===== config.mk =====
export PLATFORM = sky130hd
export DESIGN_NAME = sdp_bram_scanner
export DESIGN_NICKNAME = d
export VERILOG_FILES = /design/src/rtl/sdp_bram_scanner.sv
export SDC_FILE = /design/constraint.sdc
export NUM_CORES = 1
export LEC_CHECK = 0
export ABC_CLOCK_PERIOD_IN_PS = 11100
export CAP_MARGIN = 20
export CELL_PAD_IN_SITES_DETAIL_PLACEMENT = 0
export CELL_PAD_IN_SITES_GLOBAL_PLACEMENT = 2
export CORE_UTILIZATION = 35
export DETAILED_ROUTE_END_ITERATION = 8
export PLACE_DENSITY_LB_ADDON = 0.1
export SETUP_SLACK_MARGIN = 0.4
export SYNTH_ARGS = -nofsm -noshare
export SYNTH_HDL_FRONTEND = slang
export SYNTH_SLANG_ARGS = --single-unit

===== constraint.sdc =====
create_clock -name clk -period 11.1 [get_ports clk]
set_clock_uncertainty 0.2 [all_clocks]
set_input_delay 2.22 -clock clk [delete_from_list [all_inputs] [get_ports clk]]
set_output_delay 2.22 -clock clk [all_outputs]
set_load 0.005 [all_outputs]

===== src/rtl/sdp_bram_scanner.sv =====
// Scans an inclusive address range of a 1-bit registered-read bitmap RAM and streams set-bit addresses.
// Optional clear-on-read write-back is enabled by defining SDP_BRAM_SCANNER_CLEAR_ON_READ_EN.
module sdp_bram_scanner #(
   parameter int ADDR_W = 17
) (
   input  logic              clk,
   input  logic              rst,
   input  logic              start,
   input  logic [ADDR_W-1:0] first_addr,
   input  logic [ADDR_W-1:0] last_addr,
   output logic              busy,
   output logic              done,
   output logic [ADDR_W-1:0] mem_read_addr,
   input  logic              mem_read_val,
   output logic [ADDR_W-1:0] mem_write_addr,
   output logic              mem_write_val,
   output logic              mem_write_en,
   output logic              out_valid,
   input  logic              out_ready,
   output logic [ADDR_W-1:0] out_addr,
   output logic [ADDR_W:0]   set_count
);

   localparam logic [1:0] S_IDLE  = 2'd0;
   localparam logic [1:0] S_SCAN  = 2'd1;
   localparam logic [1:0] S_DRAIN = 2'd2;

   logic [1:0]        state;
   // One bit wider than an address so a range ending at the top address terminates cleanly.
   logic [ADDR_W:0]   cnt;
   logic [ADDR_W-1:0] last_reg;
   logic [ADDR_W-1:0] cap_addr;
   logic [ADDR_W-1:0] skid_addr;
   logic              pending;
   logic              skid_valid;
   logic              issue;
   logic              hit;
   logic              out_free;
   logic              drained;

   assign out_free      = !out_valid || out_ready;
   // Only issue when the result is guaranteed a home next cycle (output or skid).
   assign issue         = (state == S_SCAN) && !skid_valid && out_free;
   assign hit           = pending && mem_read_val;
   assign drained       = !pending && !skid_valid && !out_valid;
   assign busy          = (state != S_IDLE);
   assign done          = (state == S_DRAIN) && drained;
   assign mem_read_addr = cnt[ADDR_W-1:0];

`ifdef SDP_BRAM_SCANNER_CLEAR_ON_READ_EN
   assign mem_write_en   = hit;
   assign mem_write_addr = cap_addr;
   assign mem_write_val  = 1'b0;
`else
   assign mem_write_en   = 1'b0;
   assign mem_write_addr = '0;
   assign mem_write_val  = 1'b0;
`endif

   always_ff @(posedge clk or posedge rst) begin
      if (rst) begin
         state      <= S_IDLE;
         cnt        <= '0;
         last_reg   <= '0;
         cap_addr   <= '0;
         skid_addr  <= '0;
         pending    <= 1'b0;
         skid_valid <= 1'b0;
         out_valid  <= 1'b0;
         out_addr   <= '0;
         set_count  <= '0;
      end else begin
         if (out_valid && out_ready) begin
            set_count <= set_count + 1'b1;
         end

         case (state)
            S_IDLE: begin
               if (start) begin
                  cnt       <= {1'b0, first_addr};
                  last_reg  <= last_addr;
                  set_count <= '0;
                  state     <= (first_addr <= last_addr) ? S_SCAN : S_DRAIN;
               end
            end
            S_SCAN: begin
               if (issue && (cnt == {1'b0, last_reg})) begin
                  state <= S_DRAIN;
               end
            end
            S_DRAIN: begin
               if (drained) begin
                  state <= S_IDLE;
               end
            end
            default: state <= S_IDLE;
         endcase

         pending <= issue;
         if (issue) begin
            cnt      <= cnt + 1'b1;
            cap_addr <= cnt[ADDR_W-1:0];
         end

         // The skid entry is older than any fresh hit, so it always drains first.
         if (out_free) begin
            if (skid_valid) begin
               out_valid  <= 1'b1;
               out_addr   <= skid_addr;
               skid_valid <= hit;
               skid_addr  <= cap_addr;
            end else if (hit) begin
               out_valid <= 1'b1;
               out_addr  <= cap_addr;
            end else begin
               out_valid <= 1'b0;
            end
         end else if (hit) begin
            skid_valid <= 1'b1;
            skid_addr  <= cap_addr;
         end
      end
   end

endmodule


==> results of run 1 <==
==> final timing paths <==
check / startpoint / cells after the start / endpoint / slack (ns)
min reg2reg: skid_addr[6]$_DFFE_PP0P_ / 1 / skid_addr[6]$_DFFE_PP0P_ / 0.30
max reg2reg: out_valid$_DFFE_PP0N_ / 6 / cnt[5]$_DFFE_PP0P_ / 8.37
min in group asynchronous: rst / 2 / skid_addr[5]$_DFFE_PP0P_ / 2.17
max: out_ready / 7 / cnt[5]$_DFFE_PP0P_ / 6.37
max in group asynchronous: rst / 3 / skid_addr[0]$_DFFE_PP0P_ / 7.41
min: skid_addr[6]$_DFFE_PP0P_ / 1 / skid_addr[6]$_DFFE_PP0P_ / 0.30
==> cell usage after synthesis, types with 2 or more instances <==
master      n  area share (%)
a221o_1     4            0.69
mux2i_1    18             3.1
inv_1      22             1.4
nor4_1      4            0.43
xnor2_1    13             2.0
o22ai_1     5            0.54
nor3b_1     2            0.26
a311oi_1    3            0.45
nor3_1      3            0.26
mux2_1     10             1.9
or3_1       2            0.22
buf_2      14             1.2
and3_1      9            0.97
a211oi_1    3            0.39
xor2_1     19             2.9
ha_1       19             4.1
o21ai_0    29             2.5
nand2_1    93             6.0
and4_1      5            0.76
a21oi_1    31             2.7
nand3_1    12             1.0
clkbuf_1    8            0.52
buf_4      39             5.1
mux2_2      7             1.4
nand4_1    10             1.1
and2_1      2            0.22
dfrtp_1   109              47
o221a_2     2            0.39
nand2b_1    3            0.32
nor2_2      3            0.32
and3_4      2            0.39
nor2_1     50             3.2
nand3_2     3            0.52
nand4_4     2            0.74
==> per-stage QoR <==
step	util (%)	area, sq um	setup WS [ns]	hold slack [ns]	instances
after floorplan	-	5850	5.81	0.245	605
after global placement	41.7	6680	6.02	0.275	856
after detailed placement	41.7	6680	5.98	0.283	856
after CTS	43.5	6960	6.35	0.300	872
after global routing	43.7	6990	6.06	0.315	873
final	43.7	6990	6.37	0.296	873
==> worst max-delay path: cells and delay by family <==
family	cells	cell delay, ns
AND/OR/NAND/NOR	3	0.96
buffers and inverters	2	1.21
AO/OA/AOI/OAI	2	0.31
==> per-layer routing <==
layer / up-vias / track usage, %
li1: 2104 / -
met1: 1985 / 23.8
met2: 84 / 26.2
met3: 11 / 1.83
met4: 0 / 6.49
met5: - / 0
==> logic make-up (layout without fill, tap and decap cells) <==
family / count (synthesis) / after routing / share of synthesized area (%)
XOR/XNOR: 32 / 32 / 4.85
flip-flops: 109 / 109 / 47.2
AO/OA/AOI/OAI: 93 / 93 / 10.2
other: 1 / 19 / 0.0649
AND/OR/NAND/NOR: 213 / 213 / 18.7
adder cells (fa/ha/maj): 19 / 19 / 4.11
multiplexers: 35 / 35 / 6.43
buffers and inverters: 85 / 137 / 8.48
==> layout make-up <==
cell class / instances / area (sq um) / share of cell area (%)
clock buffer: 10 / 239 / 3.42
inverter: 23 / 88.8 / 1.27
timing repair buffer: 98 / 988 / 14.1
tap: 216 / 270 / 3.87
multi-input combinational: 411 / 2630 / 37.6
sequential: 109 / 2730 / 39.0
clock inverter: 6 / 46.3 / 0.662
==> power groups by stage <==
stage / clock network, mW / logic, mW / registers (mW)
2_1_floorplan: 0 / 0.464 / 0.674
3_3_place_gp: 0 / 0.636 / 0.740
3_5_place_dp: 0 / 0.644 / 0.743
4_1_cts: 0.323 / 0.646 / 0.735
5_1_grt: 0.336 / 0.721 / 0.755
6_report: 0.309 / 0.638 / 0.726
==> qor_table.md, run 1 <==
| Result | This run |
| --- | --- |
| Core region area | 0.0160 sq mm |
| Switching portion of total power | 37.8% |
| Gr ovfl total | 0 |
| Number of cell rows | 46 |
| Hold buffer count at CTS | 0 |
| Registers with the most flip-flops | cnt: 18 flops, set_count: 18 flops |
| Max cap viols | 0 |
| Number of antenna violations at the first check in global routing | 0 |
| Starting Density | 36.1% |
| Remaining antenna violation count | 0 |
| Clock period minus final worst setup slack | 4.73 ns |
| Register clock-pin slew on the reported worst setup and hold paths | 0.07 ns |
| Tot Pwr | 1.67 mW |
| Most common cell after layout, fill and taps aside | dfrtp_1 |
| Slew headroom | 49.1% |
| Total via count after detailed routing | 4184 |
| Final setup viols | 0 |
| Final Slew Violations | 0 |
| Fraction of layout instances using a drive strength above 1 | 7.76% |
| Power Density | 239 mW/mm^2 |
| Fraction of power consumed by combinational cells | 38.1% |
| Signal arrival time at the worst endpoint | 4.73 ns |
| Sequential share of power | 43.4% |
| Commonest non-fill, non-tap cells in the layout | dfrtp_1, nand2_1, clkdlybuf4s50_1 |
| Cells resized by post-CTS repair | 0 |
| Sequential cell area fraction in the yosys report | 47.2% |
| Vert. Die Dim | 131 um |
| # diodes | 0 |
| Number of endpoints with negative hold slack in the final report | 0 |
| Via count of the first global-routing pass | 3942 |
| Synth unique cells | 61 |
| Layout Nets | 710 |
| Clock tree from TritonCTS | done |
| Clock buffer count from CTS | 9 |
| Slew @ Worst Pin | 0.763 ns |
| Overall fraction of global-route tracks in use | 16.8% |
| Clock insertion delay at the later pin of the skew report | 0.35 ns |
| Maximum number of pins on one net before global-route repair | 62 |
| Worst setup path category | input port to flip-flop |
| Number of synthesized register bits | 109 |
| Yosys Warn Count | 0 |
| Wire length reported by the detailed router | 13400 um |
| Per-cell routed wire length | 15.4 um |
| Share of synthesized flip-flops with an asynchronous set or reset | 100% |
| Synthesized area | 0.00578 sq mm |
| RSZ-0062 raised after global routing | no |
| Peak supply drop | 0.0857 mV |
| Startpoint types | input port |
| Clock sink count | 109 |
| Layout fillers | 1640 |
| Max layer used | met4 |
| DRC | 0 |
| Final total negative setup slack | 0 ns |
| Routed met3 length | 485 um |
| Final GP Congestion | 0.827 |
| Length of routed wiring on met1 | 6430 um |
| Slowest cell on the critical path | inv_2 |
| H-tree levels | 3 |
| Critical path data required time | 11.10 ns |
| Worst Hold Class | flip-flop to flip-flop |
| Highest attainable clock frequency | 211 MHz |
| Post-detail-place hpwl | 10100 um |
| Critical-path maximum fanout | 31 |
| Total leakage power | 3.11 nW |
| Crit path largest cell delay | 0.64 ns |
| Largest buffer count on any clock path | 2 |
| Area growth from synthesis to final layout | 20.9% |
| Vias/cell | 4.79 |
| Clk Tree Root Cell | clkbuf_16 |
| Cell Chain, Critical Path | clkdlybuf4s50_1 > nand2b_1 > nand3_2 > inv_2 > nor2_1 > o21ai_0 > o311ai_0 |
| CP endpoint kind | flip-flop |
| Power spent charging and discharging nets | 0.633 mW |
| Post-synthesis area per instance | 9.85 sq um |
| Met2 Routed Length | 6300 um |
| Outcome | complete, no violations |
| Final period utilization | 42.6% |
| Detailed-routing iteration count for the pre-antenna-repair pass | 4 |
| Part of the power in the clock network | 18.5% |
| Dominant synthesized flop cell | dfrtp_1 |
| Port Buf Inserts | 93 |
| I/O pin total | 113 |
| Chip width | 131 um |
| Number of enable flip-flop cells after synthesis | 0 |
| Internal power component | 1.04 mW |
| Post-CTS setup repair buffer count | 0 |
| Syn Inst Count | 587 |
| Iteration-0 DRC count of the detailed router | 181 |
| First-pass GRT wire length | 21400 um |
| Area enclosed by the die boundary | 0.0170 sq mm |
Note: power is estimated with default switching activity, not from simulation.
==> inputs of run 2 (changes only) <==
--- a/config.mk
+++ b/config.mk
@@ -5,11 +5,11 @@
 export SDC_FILE = /design/constraint.sdc
 export NUM_CORES = 1
 export LEC_CHECK = 0
-export ABC_CLOCK_PERIOD_IN_PS = 11100
+export ABC_CLOCK_PERIOD_IN_PS = 4100
 export CAP_MARGIN = 20
 export CELL_PAD_IN_SITES_DETAIL_PLACEMENT = 0
 export CELL_PAD_IN_SITES_GLOBAL_PLACEMENT = 2
-export CORE_UTILIZATION = 35
+export CORE_UTILIZATION = 29
 export DETAILED_ROUTE_END_ITERATION = 8
 export PLACE_DENSITY_LB_ADDON = 0.1
 export SETUP_SLACK_MARGIN = 0.4
==> constraint.sdc (replaced) <==
create_clock -name clk -period 4.1 [get_ports clk]
set_clock_uncertainty 0.2 [all_clocks]
set_input_delay 0.82 -clock clk [delete_from_list [all_inputs] [get_ports clk]]
set_output_delay 0.82 -clock clk [all_outputs]
set_load 0.005 [all_outputs]
==> run 2 against run 1 <==
Sequential power grew to 2.7 times the previous value; worst hold slack got worse by 0.0047 ns; cell count grew 5.8%; setup slack lost 5.3 ns; clock-buffer cell count up 2; first-iteration DRC count is 64% higher; cell area increased by 1.8%; via count decreased by 0.26%; clock power increased to 3.2 times the previous value; largest cell class unchanged; largest power group unchanged.
==> qor_table.md, run 2 (synthesized netlist as in run 1, its figures left out) <==
| Result | This run | vs previous |
| --- | --- | --- |
| I/O pin total | 113 | unchanged |
| Worst setup path category | input port to flip-flop | unchanged |
| Remaining antenna violation count | 0 | unchanged |
| Slew @ Worst Pin | 0.884 ns | was 0.763 ns |
| Clk Tree Root Cell | clkbuf_16 | unchanged |
| Total via count after detailed routing | 4173 | was 4184 |
| Final period utilization | 74.4% |  |
| Clock tree from TritonCTS | done | unchanged |
| Number of antenna violations at the first check in global routing | 0 | unchanged |
| Hold buffer count at CTS | 0 | unchanged |
| Cell Chain, Critical Path | clkdlybuf4s50_1 > nand2b_1 > nand3_2 > inv_2 > nor2_1 > o21ai_0 > o311ai_0 | unchanged |
| Fraction of layout instances using a drive strength above 1 | 7.74% | was 7.76% |
| Gr ovfl total | 0 | unchanged |
| Crit-path leading delay family | buffers and inverters | unchanged |
| Starting Density | 29.6% | was 36.1% |
| Number of endpoints with negative hold slack in the final report | 0 | unchanged |
| Vert. Die Dim | 143 um | was 131 um |
| Wire length reported by the detailed router | 14300 um | was 13400 um |
| H-tree levels | 3 | unchanged |
| Overall fraction of global-route tracks in use | 15.2% | was 16.8% |
| Port Buf Inserts | 93 | unchanged |
| Area growth from synthesis to final layout | 23.1% | was 20.9% |
| Post-CTS setup repair buffer count | 0 | unchanged |
| Internal power component | 3.00 mW | was 1.04 mW |
| Startpoint of the most critical register-to-register path | out_valid$_DFFE_PP0N_ | unchanged |
| Cells resized by post-CTS repair | 0 | unchanged |
| Number of cell rows | 51 | was 46 |
| Outcome | complete, no violations | unchanged |
| Fraction of power consumed by combinational cells | 37.2% | was 38.1% |
| Min-delay src | skid_addr[5]$_DFFE_PP0P_ | was skid_addr[6]$_DFFE_PP0P_ |
| Final GP Congestion | 0.766 | was 0.827 |
| Power spent charging and discharging nets | 1.72 mW | was 0.633 mW |
| Crit. path cell count | 7 | unchanged |
| # diodes | 0 | unchanged |
| Largest buffer count on any clock path | 2 | unchanged |
| Clock period minus final worst setup slack | 3.05 ns |  |
| Registers with the most flip-flops | cnt: 18 flops, set_count: 18 flops | unchanged |
| Clock sink count | 109 | unchanged |
| Fin area | 0.00712 sq mm | was 0.00699 sq mm |
| Detailed-routing iteration count for the pre-antenna-repair pass | 4 | unchanged |
| Power Density | 663 mW/mm^2 | was 239 mW/mm^2 |
| Post-detail-place hpwl | 10700 um | was 10100 um |
| Final Slew Violations | 0 | unchanged |
| Clock insertion delay at the later pin of the skew report | 0.35 ns | about the same |
| Worst Hold Class | flip-flop to flip-flop | unchanged |
| Final setup viols | 0 | unchanged |
| First-pass GRT wire length | 23600 um | was 21400 um |
| Clock buffer count from CTS | 9 | unchanged |
| Sequential share of power | 41.5% | was 43.4% |
| Commonest non-fill, non-tap cells in the layout | dfrtp_1, nand2_1, clkdlybuf4s50_1 | unchanged |
| Slew headroom | 41.0% | was 49.1% |
| DRC | 0 | unchanged |
| Placed Instance Area | 0.00678 sq mm | was 0.00668 sq mm |
| Highest attainable clock frequency | 328 MHz |  |
| Most common cell after layout, fill and taps aside | dfrtp_1 | unchanged |
| Final total negative setup slack | 0 ns | unchanged |
| Register clock-pin slew on the reported worst setup and hold paths | 0.07 ns | about the same |
| Part of the power in the clock network | 21.3% | was 18.5% |
| Slowest cell on the critical path | clkdlybuf4s50_1 | was inv_2 |
| Cell count of the worst reg-to-reg path | 6 | unchanged |
| Number of cells on the worst hold path | 1 | unchanged |
| Critical path data required time | 4.10 ns | was 11.10 ns |
| Maximum number of pins on one net before global-route repair | 47 | was 62 |
| Startpoint types | input port | unchanged |
| Max cap viols | 0 | unchanged |
| Iteration-0 DRC count of the detailed router | 296 | was 181 |
| Critical-path maximum fanout | 28 | was 31 |
| Signal arrival time at the worst endpoint | 3.05 ns | was 4.73 ns |
| Crit path largest cell delay | 0.60 ns | was 0.64 ns |
| Area enclosed by the die boundary | 0.0205 sq mm | was 0.0170 sq mm |
| Total leakage power | 3.14 nW | was 3.11 nW |
| Setup slack after layout | 1.05 ns | was 6.37 ns |
| Beginning of the critical path | out_ready | unchanged |
| Via count of the first global-routing pass | 4209 | was 3942 |
| Per-cell routed wire length | 15.4 um | about the same |
| Chip width | 143 um | was 131 um |
| Vias/cell | 4.52 | was 4.79 |
| RSZ-0062 raised after global routing | no | unchanged |
| Layout fillers | 2012 | was 1640 |
| Buf+Inv Stages, Crit Path | 2 | unchanged |
| Core region area | 0.0195 sq mm | was 0.0160 sq mm |
| Setup slack of the most critical reg-to-reg path | 1.67 ns | was 8.37 ns |
| CP endpoint kind | flip-flop | unchanged |
| Layout Nets | 712 | was 710 |
| Setup slack at placement | 0.661 ns | was 5.98 ns |
| Switching portion of total power | 36.4% | was 37.8% |
| Peak supply drop | 0.193 mV | was 0.0857 mV |
[run 2: layer usage]
| metal | GRT usage, % | routed length, um | vias up |
|---|---|---|---|
| li1 | - | - | 2098 |
| met1 | 22.8 | 7330 | 1968 |
| met2 | 22.0 | 6290 | 96 |
| met3 | 2.01 | 462 | 11 |
| met4 | 5.21 | 183 | 0 |
| met5 | 0 | 0 | - |
[run 2: power by group through the flow]
stage               Sequential [mW]  Combinational (mW)  Clock (mW)
floorplan                      1.82                1.26           0
global placement               1.98                1.77           0
detailed placement             1.99                1.79           0
CTS                            1.97                1.80        1.05
global route                   2.04                1.98        1.09
finish                         1.96                1.76        1.00
[run 2: layout make-up]
cell class	instances	area, sq um	area share (%)
clock buffers	12	246	3.46
well taps	265	332	4.66
inverters	23	90.1	1.27
clock inverters	4	95.1	1.34
flip-flops and latches	109	2730	38.3
multi-input cells	411	2630	37.0
repair buffers	100	996	14.0
[run 2: path summary, 6_finish.rpt]
path,to
setup reg to reg,cnt[5]$_DFFE_PP0P_
max in group asynchronous,last_reg[2]$_DFFE_PP0P_
hold / removal,skid_addr[5]$_DFFE_PP0P_
min in group asynchronous,last_reg[15]$_DFFE_PP0P_
hold reg to reg,skid_addr[5]$_DFFE_PP0P_
setup / recovery,cnt[5]$_DFFE_PP0P_
[run 2: metrics by stage]
stage / util [%] / std cells / total power [mW] / hold WS [ns]
after floorplan: - / 605 / 3.08 / 0.245
after global placement: 34.7 / 908 / 3.75 / 0.273
after detailed placement: 34.7 / 908 / 3.78 / 0.281
after CTS: 36.4 / 924 / 4.81 / 0.297
after global routing: 36.4 / 924 / 5.11 / 0.312
final: 36.4 / 924 / 4.72 / 0.291
